## config.mk

```make
export PLATFORM = sky130hd
export DESIGN_NAME = rr_mux_arbiter
export DESIGN_NICKNAME = d
export VERILOG_FILES = /design/src/rtl/arb_pkg.sv /design/src/rtl/mux4.sv /design/src/rtl/rr_mux_arbiter.sv
export SDC_FILE = /design/constraint.sdc
export NUM_CORES = 1
export LEC_CHECK = 0
export CORE_ASPECT_RATIO = 0.7
export CORE_MARGIN = 8
export CORE_UTILIZATION = 27
export DETAILED_ROUTE_END_ITERATION = 7
export PLACE_DENSITY = 0.93
export SLEW_MARGIN = 20
export SYNTH_ARGS = -nofsm -noshare
export SYNTH_HDL_FRONTEND = slang
export SYNTH_SLANG_ARGS = --single-unit
```

## constraint.sdc

```tcl
create_clock -name clk -period 2 [get_ports clk]
set_input_delay 0.3 -clock clk [delete_from_list [all_inputs] [get_ports clk]]
set_output_delay 0.3 -clock clk [all_outputs]
set_load 0.02 [all_outputs]
```

## src/rtl/arb_pkg.sv

```systemverilog
// Shared arbiter definitions: requester count, select width and FSM state type.
package arb_pkg;

  localparam int unsigned NUM_REQ = 4;
  localparam int unsigned SEL_W   = 2;

  typedef enum logic {
    IDLE = 1'b0,
    BUSY = 1'b1
  } state_t;

endpackage

```

## src/rtl/mux4.sv

```systemverilog
// Generic 4-input parameterized multiplexer.
// Ports: in0..in3 data inputs, sel 2-bit select, out selected data (combinational).
module mux4 #(
  parameter int unsigned WIDTH = 32
) (
  input  logic [WIDTH-1:0] in0,
  input  logic [WIDTH-1:0] in1,
  input  logic [WIDTH-1:0] in2,
  input  logic [WIDTH-1:0] in3,
  input  logic [1:0]       sel,
  output logic [WIDTH-1:0] out
);

  always_comb begin
    out = in0;
    case (sel)
      2'd0:    out = in0;
      2'd1:    out = in1;
      2'd2:    out = in2;
      default: out = in3;
    endcase
  end

endmodule

```

## src/rtl/rr_mux_arbiter.sv

```systemverilog
// Four-way round-robin arbiter with data mux.
// One registered grant is held until the downstream accepts it (out_ready),
// then the next edge re-arbitrates with the last winner ranked lowest.
// Ports:
//   clk, reset            clock, synchronous active-high reset
//   req[3:0]              per-requester request
//   in0..in3              requester data
//   out_ready             downstream accepts out_data this cycle
//   lock                  (only with RR_ARB_LOCK_EN) keep current winner on transfer
//   grant[3:0], sel[1:0]  registered one-hot grant and its index
//   out_valid, out_data   grant held / data of the granted requester (0 when idle)
//   ack[3:0]              grant qualified by out_ready
// Build option: define RR_ARB_LOCK_EN to add the lock input.
module rr_mux_arbiter
  import arb_pkg::*;
#(
  parameter int unsigned WIDTH = 32
) (
  input  logic               clk,
  input  logic               reset,
  input  logic [NUM_REQ-1:0] req,
  input  logic [WIDTH-1:0]   in0,
  input  logic [WIDTH-1:0]   in1,
  input  logic [WIDTH-1:0]   in2,
  input  logic [WIDTH-1:0]   in3,
  input  logic               out_ready,
`ifdef RR_ARB_LOCK_EN
  input  logic               lock,
`endif
  output logic [NUM_REQ-1:0] grant,
  output logic [SEL_W-1:0]   sel,
  output logic               out_valid,
  output logic [WIDTH-1:0]   out_data,
  output logic [NUM_REQ-1:0] ack
);

  state_t             state_q, state_d;
  logic [NUM_REQ-1:0] grant_q, grant_d;
  logic [SEL_W-1:0]   sel_q, sel_d;
  logic [SEL_W-1:0]   last_q, last_d;
  logic [SEL_W-1:0]   winner;
  logic               rearb;
  logic [WIDTH-1:0]   mux_out;

  // First requester in order last+1, last+2, last+3, last; returns last if none.
  // Scanning from the farthest position down lets the nearest hit overwrite.
  function automatic logic [SEL_W-1:0] rr_pick(input logic [NUM_REQ-1:0] r,
                                               input logic [SEL_W-1:0]   l);
    logic [SEL_W-1:0] idx;
    rr_pick = l;
    for (int k = NUM_REQ; k >= 1; k--) begin
      idx = l + SEL_W'(k);
      if (r[idx]) rr_pick = idx;
    end
  endfunction

  // State and grant registers
  always_ff @(posedge clk) begin
    if (reset) begin
      state_q <= IDLE;
      grant_q <= '0;
      sel_q   <= '0;
      last_q  <= SEL_W'(NUM_REQ - 1);
    end else begin
      state_q <= state_d;
      grant_q <= grant_d;
      sel_q   <= sel_d;
      last_q  <= last_d;
    end
  end

  // Next-state: arbitrate when idle or when the held grant transfers
  always_comb begin
    state_d = state_q;
    grant_d = grant_q;
    sel_d   = sel_q;
    last_d  = last_q;
    rearb   = 1'b0;
    winner  = rr_pick(req, last_q);

    case (state_q)
      IDLE:    rearb = 1'b1;
      BUSY:    rearb = out_ready;
      default: rearb = 1'b1;
    endcase

`ifdef RR_ARB_LOCK_EN
    // Locked transfer: the owner keeps the grant and the pointer stays put
    if (state_q == BUSY && out_ready && lock && req[sel_q]) rearb = 1'b0;
`endif

    if (rearb) begin
      if (|req) begin
        state_d = BUSY;
        grant_d = NUM_REQ'(1) << winner;
        sel_d   = winner;
        last_d  = winner;
      end else begin
        state_d = IDLE;
        grant_d = '0;
        sel_d   = '0;
      end
    end
  end

  mux4 #(.WIDTH(WIDTH)) u_mux (
    .in0 (in0),
    .in1 (in1),
    .in2 (in2),
    .in3 (in3),
    .sel (sel_q),
    .out (mux_out)
  );

  assign grant     = grant_q;
  assign sel       = sel_q;
  assign out_valid = (state_q == BUSY);
  assign out_data  = out_valid ? mux_out : '0;
  // Reset discards the in-flight grant, so no ack is issued on a reset edge
  assign ack       = grant_q & {NUM_REQ{out_ready & ~reset}};

endmodule
```

# --- Word-level counts from Yosys, hierarchy flattened ---
# Cells that the tools add are included.
op_classes:
  multipliers: 0
  add_sub_neg: 3
  n_mux: 15
  n_shift: 1
  n_bitwise: 4
  n_lt_le_gt_ge: 3
  div_mod_pow: 0
  n_eq_ne: 2
  n_reduce_logical: 3
ops:
  columns: ["cell", "count"]
  rows:
  - ["$pmux 32 s3", 1]
  - ["$mux 32", 1]
  - ["$lt 2x3->1 const B", 3]
  - ["$mux 2", 4]
  - ["$bmux 1 s2", 3]
  - ["$add 2x2->2 const B", 2]
  - ["$and 4x4->4", 1]
  - ["$mux 1", 4]
  - ["$mux 4", 1]
  - ["$reduce_or 4->1", 1]
  - ["$shl 1x2->4 const A", 1]
  - ["$add 2x1->2 const B", 1]
  - ["$eq 2x1->1 const B", 1]
  - ["$eq 2x2->1 const B", 1]
  - ["$logic_not 2->1", 1]
  - ["$not 1->1", 2]
  - ["$pmux 1 s2", 1]
  - ["$reduce_and 2->1", 1]
  - ["$and 1x1->1", 1]
word_totals:
  in_bits: 135
  n_memories: 0
  romBits: 0
  latchBits: 0
  elab_cells: 35
  output_inout_bits: 43
  ram_bits: 0
  register_bits: 9

# --- Logic depth before layout (Yosys ltp) ---
depth:
  word_depth: 8
  mapped_depth: 4
  ltp_nobuf: 4

# --- Modules after synthesis ---
# A second synthesis with hierarchy kept.
hier_totals:
  cells_unflattened: 127
  hier_area_um2: 1466.4
by_module_without_submodules:
  columns: ["mod", "area_each_um2", "cells_per_inst", "seq_area_each_um2", "n_inst"]
  rows:
  - ["mux4", 814.5, 39, 0.0, 1]
  - ["rr_mux_arbiter", 651.9, 88, 180.2, 1]

# --- Worst setup path after synthesis ---
# No wires, ideal clock.
synth_path:
  path_type: "flip-flop to output port"
  from: "register sel_q[0], in the netlist sel[0]"
  to: "output out_data[10]"
  arrival_ns: 1.565
  path_buffers: 2
  slack_ns: 0.135
  stages_incl_launch_ff: 5
  t_required_ns: 1.700
  cell_sequence: "dfxtp_1 buf_2 buf_6 mux4_2 and2_1"
synth_between:
  elab_chain_cells: 3
  elab_cells_between_ends: 5
  classes_between: "2 x eq/ne; 2 x mux; 1 x reduce/logical"
synth_rtl:
  columns: ["element", "line_no", "source"]
  rows:
  - ["start: declaration", "rr_mux_arbiter.sv:39", "logic [SEL_W-1:0] sel_q, sel_d;"]
  - ["start signal: assignment", "rr_mux_arbiter.sv:67", "sel_q <= sel_d;"]
  - ["$eq 2x2->1, or another cell as far along", "mux4.sv:16", "case (sel)"]
  - ["$pmux 32 s3 *", "mux4.sv:16", null]
  - ["$mux 32 *", "rr_mux_arbiter.sv:118", "assign out_data = out_valid ? mux_out : '0;"]
  - ["end: declaration", "rr_mux_arbiter.sv:33", "output logic [WIDTH-1:0] out_data,"]
# Mark *: on every way between the ends. The rest lies on a longest branch, timed or not.

# --- Final worst setup path ---
layout_path:
  from: "register sel_q[0], in the netlist sel[0]"
  to: "output out_data[3]"
# The elaborated chain is that of the path after synthesis.

==> impl_metrics.yaml <==
detailed_routing:
  post_drt_wl_per_cell_um: 19.7
  antenna_left: 0
  drc: 0
  drt-vias-per-instance: 4.93
  drtIter0Drc: 47
  wirelength_mm: 7.51
  drt_pass1_iterations: 4
  dr_total_vias: 1882
finish:
  layout.nets: 446
  synthToLayoutAreaGrowth_pct: 134
  diodes: 0
  post-route-util_pct: 65.2
  design_area_sq_um: 3410
  drive_above_1_share_pct: 31.9
yosys:
  synth_area_leaders: "mux4_2, and2_1, dfxtp_1"
  synthSimpleGateAreaFrac_pct: 25.6
  synth_cell_types: 28
  synth_top_family_by_area: "multiplexers"
  yosys.area.top_type: "mux4_2"
  synth.area.mux_share_pct: 50.3
  synth_xor_area_share_pct: 0
  ys_warn_count: 0
  ys_ff_latch: 9
  synth-compound-area-share_pct: 6.97
  ys_seq_area_share_pct: 12.4
  netlist_area_sq_um: 1450
  synth.avg_cell_area_sq_um: 11.6
  syn-num-nets: 260
  synthAdderAreaFrac_pct: 0
  synth.top_cell.area_share_pct: 49.6
  synthCells: 125
critical_path:
  crit_start: "sel[0]"
  cp-end-kind: "output pin"
  start_kind: "flop"
  crit_arrival_ns: 1.68
  crit_type: "flop to output pin"
  critPathMaxFanout: 6
  rr_startpoint: "last_q[1]"
  required_ns: 1.70
pwr:
  irDropWorstVdd_mv: 0.209
  p_per_area_nw_per_um2: 409
  power.leakage_uw: 0.00133
flow_run:
  max_cap_violations: 0
placement:
  gp_congestion: 0.849
  hpwlAfterDp_mm: 6.49
  placed_cell_area_sq_um: 3380
  port_buffers: 177
  dp_slack_ns: -0.244
die:
  ios: 178
  dieArea_sq_um: 8030
  rows: 22
  die_w_um: 104
  core_sq_um: 5230
  initial_utilization_pct: 27.8
  die_h_um: 77.4
global_route:
  grt_pass1_wl_mm: 11.9
  overflow: 0
  grt_use_total_pct: 18.3
  grt_antenna_before_repair: 0
  grt_pass1_vias: 2154
  grt_max_degree: 26
cts:
  clockRootBuffer: "clkbuf_8"
  clk_pin_slew_worst_paths_ns: 0.04
  htreeDepth: 1
  postCtsHoldBufs: 0
  numClockSinks: 9
  cts_buffers: 3
  cts.path.max_buffers: 2
  cts_tree: "yes"
  clock_latency_ns: 0.23
timing:
  fmax_ghz: 0.505
  finalSetupViolCount: 0
  hold_viol: 0
  hold_slack_ns: 0.477
  skew_ns: 0.00371
  min_period_over_period_pct: 98.9
  rsz0062_at_grt: "true"
  min_period_ns: 1.98
  drv_slew: 0
  tightestPinTransition_ns: 0.403
  fin_setup_tns_ns: 0
  slew_headroom_pct: 72.9
  fin_ws_ns: 0.0215
run_status:
  run_status: "finished, final reports clean"
hold_path:
  min_path_type: "flop to flop"
  hp-start: "grant[3]"
[cell families after synthesis]
kind of cell,count (synthesis)
flops,9
compound gates,13
buf+inv,11
mux,33
simple gates,59
[stage by stage]
stage	total power [uW]	cells
after detailed placement	1190	375
after CTS	1390	382
after global routing	1480	382
after floorplan	674	125
final	1390	382
after global placement	1170	375
[placed cells by master, fill, tap and decap left out, types with 2 or more instances in the layout]
cell type        netlist  final
buf_2                  4     23
buf_4                  0     11
nand2b_1               4      4
dlygate4sd2_1          0      4
and2_4                 0      9
nand2_1                3      3
clkdlybuf4s50_1        0    141
buf_12                 0      6
and2_1                36     27
dfxtp_1                9      8
a32o_1                 4      4
clkbuf_8               0      3
and3b_2                2      2
a21oi_1                4      4
buf_6                  3      6
nor2_1                 3      3
mux4_2                32     32
[what timing repair did]
item | in CTS | in global routing
gates resized for setup | 127 | 40
pin swaps | 0 | 4
endpoints found under the hold margin | 0 | 0
endpoints found under the setup margin | 36 | 24
gates cloned | 2 | 0
buffers inserted | 1 | 1
[cell usage after synthesis, drive strengths merged]
master / instances
a21oi: 4
a22o: 1
a32o: 4
and2: 36
and2b: 1
and3b: 2
buf: 7
clkbuf: 4
dfxtp: 9
mux2i: 1
mux4: 32
nand2: 4
nand2b: 4
nand3b: 1
nor2: 4
nor2b: 2
nor3: 1
nor4: 1
o211ai: 1
o31a: 1
o31ai: 1
o32ai: 1
or3: 2
or4: 1
[worst max-delay path: stages, from the launching register on]
cell	delay [ns]
dfxtp_4	0.43
buf_12	0.13
buf_16	0.11
mux4_2	0.50
and2_4	0.15
buf_6	0.12
[layer usage]
metal	part of all wire, %	wire (um)	up-vias	GRT usage (%)
li1	-	-	876	-
met1	42	3120	888	21.8
met2	49	3670	112	31.9
met3	8.5	640	6	5.78
met4	1.0	77	0	3.60
met5	0	0	-	0
[flip-flops by register name (all words and copies together) (netlist names)]
name       count
grant          4
last_q         2
out_valid      1
sel            2
[worst paths after layout]
check / slack, ns / cells after the start / endpoint
max: 0.02 / 5 / out_data[3]
min: 0.48 / 1 / grant[3]
max reg2reg: 0.45 / 4 / grant[1]
min reg2reg: 0.48 / 1 / grant[3]
[cell type report]
cell class                      count  area (sq um)
Timing Repair Buffer              192          1860
Fill cell                         428          1820
Multi-Input combinational cell    105          1230
Sequential cell                     9           184
Tap cell                           72          90.1
Clock buffer                        4          45.0
[report_power, final]
part,internal [uW],switching (uW)
Combinational,619,346
Clock,138,63.7
Sequential,199,28.1
Power figures use the tool's default switching activity.
